==> config.mk <==
export PLATFORM = sky130hd
export DESIGN_NAME = uart_tx_arbiter
export DESIGN_NICKNAME = d
export VERILOG_FILES = /design/src/rtl/uart_tx_arbiter.sv
export SDC_FILE = /design/constraint.sdc
export NUM_CORES = 1
export LEC_CHECK = 0
export CAP_MARGIN = 20
export CORE_ASPECT_RATIO = 1.4
export CORE_UTILIZATION = 32
export CTS_BUF_LIST = sky130_fd_sc_hd__clkbuf_2 sky130_fd_sc_hd__clkbuf_4 sky130_fd_sc_hd__clkbuf_8
export DETAILED_ROUTE_END_ITERATION = 10
export SYNTH_ARGS = -nofsm -noshare
export SYNTH_HDL_FRONTEND = slang
export SYNTH_SLANG_ARGS = --single-unit
==> constraint.sdc <==
create_clock -name clk -period 2.52 [get_ports clk]
set_input_delay 0.378 -clock clk [delete_from_list [all_inputs] [get_ports clk]]
set_output_delay 0.378 -clock clk [all_outputs]
set_load 0.005 [all_outputs]
==> src/rtl/uart_tx_arbiter.sv <==
// uart_tx_arbiter
// Round-robin arbiter that shares one UART byte transmitter between N command
// sequencers. The winner keeps the byte channel for its whole frame, so frames
// from different requesters never interleave. A watchdog takes the channel back
// from an owner that stops loading bytes.
//
// Ports
//   clk, reset_n        clock (rising edge) / asynchronous active-low reset
//   req[N]              per-requester frame request, held high for the frame
//   src_txdata[8N]      byte from requester i at [8i+7:8i]
//   src_ldtxdata[N]     per-requester load strobe
//   txempty             transmitter ready for the next byte
//   txdata, ldtxdata    byte and load strobe to the transmitter (owner only)
//   grant[N]            registered one-hot grant
//   src_txempty[N]      txempty routed to the granted requester only
//   busy                channel owned or draining
//   timeout_err         one-cycle pulse when the watchdog revokes a grant
module uart_tx_arbiter #(
  parameter int N       = 4,
  parameter int TIMEOUT = 1023
) (
  input  logic           clk,
  input  logic           reset_n,
  input  logic [N-1:0]   req,
  input  logic [8*N-1:0] src_txdata,
  input  logic [N-1:0]   src_ldtxdata,
  input  logic           txempty,
  output logic [7:0]     txdata,
  output logic           ldtxdata,
  output logic [N-1:0]   grant,
  output logic [N-1:0]   src_txempty,
  output logic           busy,
  output logic           timeout_err
);
  localparam int IW = (N > 1) ? $clog2(N) : 1;
  localparam int CW = $clog2(TIMEOUT + 1);

  typedef enum logic [1:0] {S_IDLE, S_OWN, S_DRAIN} state_t;

  state_t          r_state;
  logic [N-1:0]    r_grant;
  logic [IW-1:0]   r_own;
  logic [IW-1:0]   r_last;
  logic [CW-1:0]   r_cnt;
  logic            r_tmo;

  logic [IW-1:0]   w_pick;
  logic            w_found;
  logic [7:0]      w_byte;
  logic            w_ld;
  logic            w_req_own;
  logic            w_expire;

  // Scan last+1, last+2, ... so the previous owner gets the lowest priority.
  always_comb begin
    w_pick  = '0;
    w_found = 1'b0;
    for (int k = 1; k <= N; k++) begin
      if (!w_found && req[(int'(r_last) + k) % N]) begin
        w_found = 1'b1;
        w_pick  = IW'((int'(r_last) + k) % N);
      end
    end
  end

  // The grant is only non-zero while owning, so gating by it alone
  // blanks the channel in IDLE and DRAIN.
  always_comb begin
    w_byte = '0;
    for (int i = 0; i < N; i++) begin
      if (r_grant[i]) w_byte = src_txdata[8*i +: 8];
    end
  end

  assign w_ld      = |(r_grant & src_ldtxdata);
  assign w_req_own = |(r_grant & req);
  assign w_expire  = (r_cnt == CW'(TIMEOUT)) && !w_ld;

  assign txdata      = w_byte;
  assign ldtxdata    = w_ld;
  assign grant       = r_grant;
  assign src_txempty = r_grant & {N{txempty}};
  assign busy        = (r_state != S_IDLE);
  assign timeout_err = r_tmo;

  always_ff @(posedge clk or negedge reset_n) begin
    if (!reset_n) begin
      r_state <= S_IDLE;
      r_grant <= '0;
      r_own   <= '0;
      r_last  <= IW'(N - 1);
      r_cnt   <= '0;
      r_tmo   <= 1'b0;
    end else begin
      r_tmo <= 1'b0;
      case (r_state)
        S_IDLE: begin
          if (w_found) begin
            r_state <= S_OWN;
            r_grant <= {{(N-1){1'b0}}, 1'b1} << w_pick;
            r_own   <= w_pick;
            r_cnt   <= '0;
          end
        end
        S_OWN: begin
          // A dropped request wins over expiry: a normal frame end is no error.
          if (!w_req_own) begin
            r_state <= S_DRAIN;
            r_grant <= '0;
          end else if (w_expire) begin
            r_state <= S_DRAIN;
            r_grant <= '0;
            r_tmo   <= 1'b1;
          end else if (w_ld) begin
            r_cnt <= '0;
          end else begin
            // Never passes TIMEOUT: reaching it without a strobe expires.
            r_cnt <= r_cnt + 1'b1;
          end
        end
        S_DRAIN: begin
          // Let the last loaded byte leave before handing the channel over.
          if (txempty) begin
            r_state <= S_IDLE;
            r_last  <= r_own;
          end
        end
        default: r_state <= S_IDLE;
      endcase
    end
  end
endmodule

* Word level (Yosys, flattened, before mapping)
Index checks and enable logic that the tools add are counted.
** Word-level totals
- Input port bits :: 43
- Register bits after elaboration :: 21
- Word-level logic and storage cells :: 94
** Operators by class
- Reductions and logical operators :: 22
- Muxes and demuxes :: 41
- Add/sub/neg operators :: 5
- $lt $le $gt $ge :: 4
- Bitwise gates (word level) :: 7
- Equal/unequal tests :: 8
- Shift operators :: 1
** Operator list (count)
- $mux W10 :: 4
- $mux W8 :: 4
- $pmux W10 S2 :: 1
- $lt A3 B4 Y1 const B :: 4
- $mux W2 :: 8
- $mux W1 :: 15
- $and A4 B4 Y4 :: 3
- $mux W4 :: 3
- $add A10 B1 Y10 const B :: 1
- $eq A10 B10 Y1 const B :: 1
- $bmux W1 S2 :: 4
- $ne A2 B2 Y1 const B :: 4
- $pmux W4 S2 :: 1
- $reduce_or A2 Y1 :: 4
- $reduce_or A4 Y1 :: 2
- $pmux W2 S3 :: 1
- $reduce_and A3 Y1 :: 2
- $add A2 B1 Y2 const B :: 2
- $add A2 B2 Y2 const B :: 2
- $and A1 B1 Y1 const A :: 4
- $logic_and A1 B1 Y1 :: 4
- $logic_not A1 Y1 :: 4
- $reduce_and A2 Y1 :: 2
- $reduce_and A4 Y1 :: 1
- 6 further kinds :: 7

* Depth between registers and ports, before layout
- Depth in word-level cells :: 19
- Mapped depth :: 6

* Least setup slack after synthesis
OpenSTA, ideal clock, no wires.
- Path type :: reg2reg
- Start :: register r_cnt[0]
- End :: register r_grant[2], in the netlist grant[2]
- Required time :: 2399 ps
- Setup time :: 121 ps
- Arrival :: 1630 ps
- Stages on the path, launching flop included :: 7
- Path slack :: 769 ps
- Clock period less this slack :: 1751 ps
- Cell sequence :: dfrtp_1 -> ha_1 -> and3_2 -> nand3_1 -> o31ai_4 -> nand2_1 -> a22o_1
** On the way
- Cells in the longest elaborated chain, start to end :: 4
** RTL lines
- from (decl) :: RTL line 44 : logic [CW-1:0] r_cnt;
- from (signal assigned) :: RTL line 118 : r_cnt <= r_cnt + 1'b1;
- $eq A10 B10 Y1 :: RTL line 77 : assign w_expire = (r_cnt == CW'(TIMEOUT)) && !w_ld;
- $logic_and A1 B1 Y1 :: RTL line 77
- $ne A3 B3 Y1 (no line)
- $reduce_and A3 Y1 (no line)
- to (signal assigned) :: RTL line 100 : r_grant <= {{(N-1){1'b0}}, 1'b1} << w_pick;
- to (decl) :: RTL line 41 : logic [N-1:0] r_grant;
No other way between the ends.
A chain may end at the register's enable or synchronous reset.

* Final worst setup path
- Start :: register r_grant[1], in the netlist grant[1]
- End :: output txdata[0]
** On the way
- Cells in the longest elaborated chain, start to end :: 3
** RTL lines
- $mux W8 (3 in a row) :: RTL line 71 : if (r_grant[i]) w_byte = src_txdata[8*i +: 8];
- to (decl) :: RTL line 28 : output logic [7:0] txdata,
No other way between the ends.

==> impl_metrics.py <==
metrics = {
    "status": {
        "status": "completed",
    },
    "setup_path": {
        "r2r_cells": 5,
        "critPathKind": "reg2out",
        "critPathRequiredTime_ns": 2.14,
        "r2r_slack_ns": 0.41,
        "crit_path_start_kind": "flip-flop",
        "crit_path_max_fanout": 9,
        "endpoint_kind": "primary output",
        "crit_arrival_ns": 1.97,
    },
    "drt": {
        "drcViolationCount": 0,
        "drt_first_pass_iters": 4,
        "wl_per_cell_um": 14.07,
        "drtIter0Drc": 52,
        "ant_nets": 0,
        "via_per_inst": 5.204,
        "vias": 1556,
        "wl_mm": 4.207,
    },
    "finish": {
        "stdcell_area_um2": 2245,
        "drive_gt1_share_pct": 13.81,
        "area_growth_pct": 51.90,
        "nNetsFinal": 284,
        "antennaDiodeCount": 0,
    },
    "power": {
        "power_frac_seq_pct": 27.8,
        "clkPwrFrac_pct": 10.9,
        "pwr_density_cell_nw_per_um2": 946.7,
        "comb_power_share_pct": 61.3,
        "p_int_w": 0.001271,
        "p_leak_nw": 0.9214,
        "p_sw_w": 0.0008545,
        "p_sw_share_pct": 40.21,
        "ir_drop_uv": 540.8,
    },
    "grt": {
        "track_usage_pct": 18.23,
        "grt_pass1_vias": 1444,
        "antenna_found_initial": 0,
        "grt_pass1_wl_mm": 6.886,
        "gr-total-overflow": 0,
        "grt_max_degree": 22,
    },
    "die": {
        "start_util_pct": 34.01,
        "rows": 28,
        "dieArea_um2": 4897,
        "core_area_um2": 4344,
        "die_y_um": 82.41,
        "die-width_um": 59.43,
        "pin_count": 62,
    },
    "yosys": {
        "mappedNetlistArea_um2": 1478,
        "synth_edf_count": 0,
        "avgSynthCellArea_um2": 8.591,
        "ys_warn_count": 0,
        "yosys.area.top_type": "dfrtp_1",
        "synth.area.mux_share_pct": 2.202,
        "yosysMostFrequentCell": "nor2_1",
        "syn_inst": 172,
        "yosys.area_share.simple_pct": 27.60,
        "synth-seq-cells": 21,
        "synth_top_flop_cell": "dfrtp_1",
        "synthArstFlopShare_pct": 100.0,
        "synth_nets": 216,
        "ys_types": 43,
        "synth_area_leaders": "dfrtp_1, o31ai_1, a22oi_1",
        "seq_area_frac_synth_pct": 35.73,
        "netlist.area_leader.share_pct": 32.18,
        "synth_compound_area_share_pct": 30.40,
        "synth_top_family_by_area": "compound AO/OA/AOI/OAI gates",
        "synth_common_cells": "nor2_1, dfrtp_1, nand2_1",
        "synth_xor_area_share_pct": 0,
        "synth_fa_ha_area_share_pct": 0.8467,
    },
    "placement": {
        "io_buffer_count": 61,
        "gp_congestion": 0.7288,
        "placed_area_um2": 2195,
        "dp_hpwl_mm": 3.326,
    },
    "sta": {
        "rsz0062_at_grt": "false",
        "skew_ns": 0.004376,
        "fmax_mhz": 425.0,
        "worstMarginPinSlew_ns": 0.6821,
        "slew-limit-headroom_pct": 54.53,
        "fin_crit_ns": 2.353,
        "period_share_pct": 93.37,
        "hold_viol": 0,
        "setup-violations-final": 0,
        "maxSlewViolCount": 0,
        "finalSetupTns_ns": 0,
    },
    "clock_network": {
        "postCtsSetupRepairBufs": 0,
        "cts_resized": 0,
        "cts_made_buffers": 3,
        "cts-root-buf": "clkbuf_8",
        "cts_hold_buffers": 0,
        "cts_max_level": 1,
        "path_clk_slew_ns": 0.08,
        "cts.sinks": 21,
        "clock_path_buffers": 2,
        "tritoncts": "yes",
        "clk_latency_ns": 0.26,
    },
    "hold_path": {
        "hp-class": "reg2reg",
        "whs_path_depth": 1,
    },
    "flow_run": {
        "cap_violations": 0,
    },
}
## final timing paths
check | from | end
worst min register to register | r_cnt[8]$_DFFE_PN0P_ | r_cnt[8]$_DFFE_PN0P_
worst min-delay path | r_cnt[8]$_DFFE_PN0P_ | r_cnt[8]$_DFFE_PN0P_
min in group asynchronous | reset_n | r_cnt[5]$_DFFE_PN0P_
worst max-delay path | grant[1]$_DFFE_PN0P_ | txdata[0]
worst max register to register | grant[2]$_DFFE_PN0P_ | r_cnt[3]$_DFFE_PN0P_
max in group asynchronous | reset_n | grant[1]$_DFFE_PN0P_
## through the flow
stage	util, %	hold WS [ns]	total power (W)	worst slack, ns	std cells
6_report	51.67	0.4791	0.002125	0.1670	299
5_1_grt	51.67	0.4976	0.002338	0.01261	299
4_1_cts	51.64	0.4843	0.002147	0.1009	299
3_5_place_dp	50.52	0.4673	0.001911	0.2932	295
3_3_place_gp	50.52	0.4639	0.001902	0.3125	295
2_1_floorplan	-	0.08241	0.001262	0.7687	172
## sequential cells by signal, summed over array words and instances (netlist names)
name and cells:
r_own 2, timeout_err 1, r_last 2, grant 4, r_state 2, r_cnt 10
## worst max-delay path, stage by stage, from the launching register on
cell	delay (ns)
dfrtp_2	0.47
nor2b_1	0.12
buf_4	0.16
a22oi_1	0.07
nor2_1	0.10
a21oi_1	0.05
o21ai_0	0.21
clkdlybuf4s50_1	0.53
## per-layer routing
layer  track usage [%]  vias up  wire (um)
met1             22.20      712       1828
met2             32.13       64       1932
met4             5.714        0         51
met3             3.115        4        395
met5                 0        -          0
li1                  -      776          -
## cells by family after synthesis
| logic type | Yosys count |
|---|---|
| DFF | 21 |
| and+or+nand+nor | 74 |
| adders and majority gates | 1 |
| muxes | 3 |
| AOI/OAI and AO/OA | 63 |
| buffers and inverters | 10 |
## layout by cell type, fill, tap and decap left out, types with 3 or more instances in the layout
cell type / Yosys / layout
nand3b_1: 3 / 3
o31ai_1: 12 / 12
a21oi_1: 12 / 12
and3_1: 4 / 4
nor2_1: 20 / 20
clkbuf_8: 0 / 3
and2_1: 4 / 4
clkdlybuf4s50_1: 0 / 61
nor2b_1: 3 / 3
nand2_1: 17 / 17
inv_1: 3 / 3
dfrtp_1: 19 / 18
a31oi_1: 3 / 3
nand3_1: 8 / 8
o21ai_0: 12 / 10
nand2b_1: 3 / 3
a22oi_1: 10 / 10
buf_4: 1 / 9
## layout make-up
class | instances | area (um^2)
repair buffers | 70 | 678.2
inverters | 3 | 11.26
fillers | 436 | 2100
multi-input cells | 141 | 902.1
well taps | 60 | 75.07
clock buffers | 4 | 48.80
flip-flops and latches | 21 | 529.3
## power by group through the flow
stage          Sequential (W)  Clock [W]  Combinational (W)
2_1_floorplan        0.000517          0           0.000745
3_3_place_gp         0.000597          0            0.00131
3_5_place_dp         0.000599          0            0.00131
4_1_cts              0.000592   0.000237            0.00132
5_1_grt              0.000622   0.000252            0.00146
6_report             0.000592   0.000231            0.00130
Note: power is estimated with default switching activity, not from simulation.
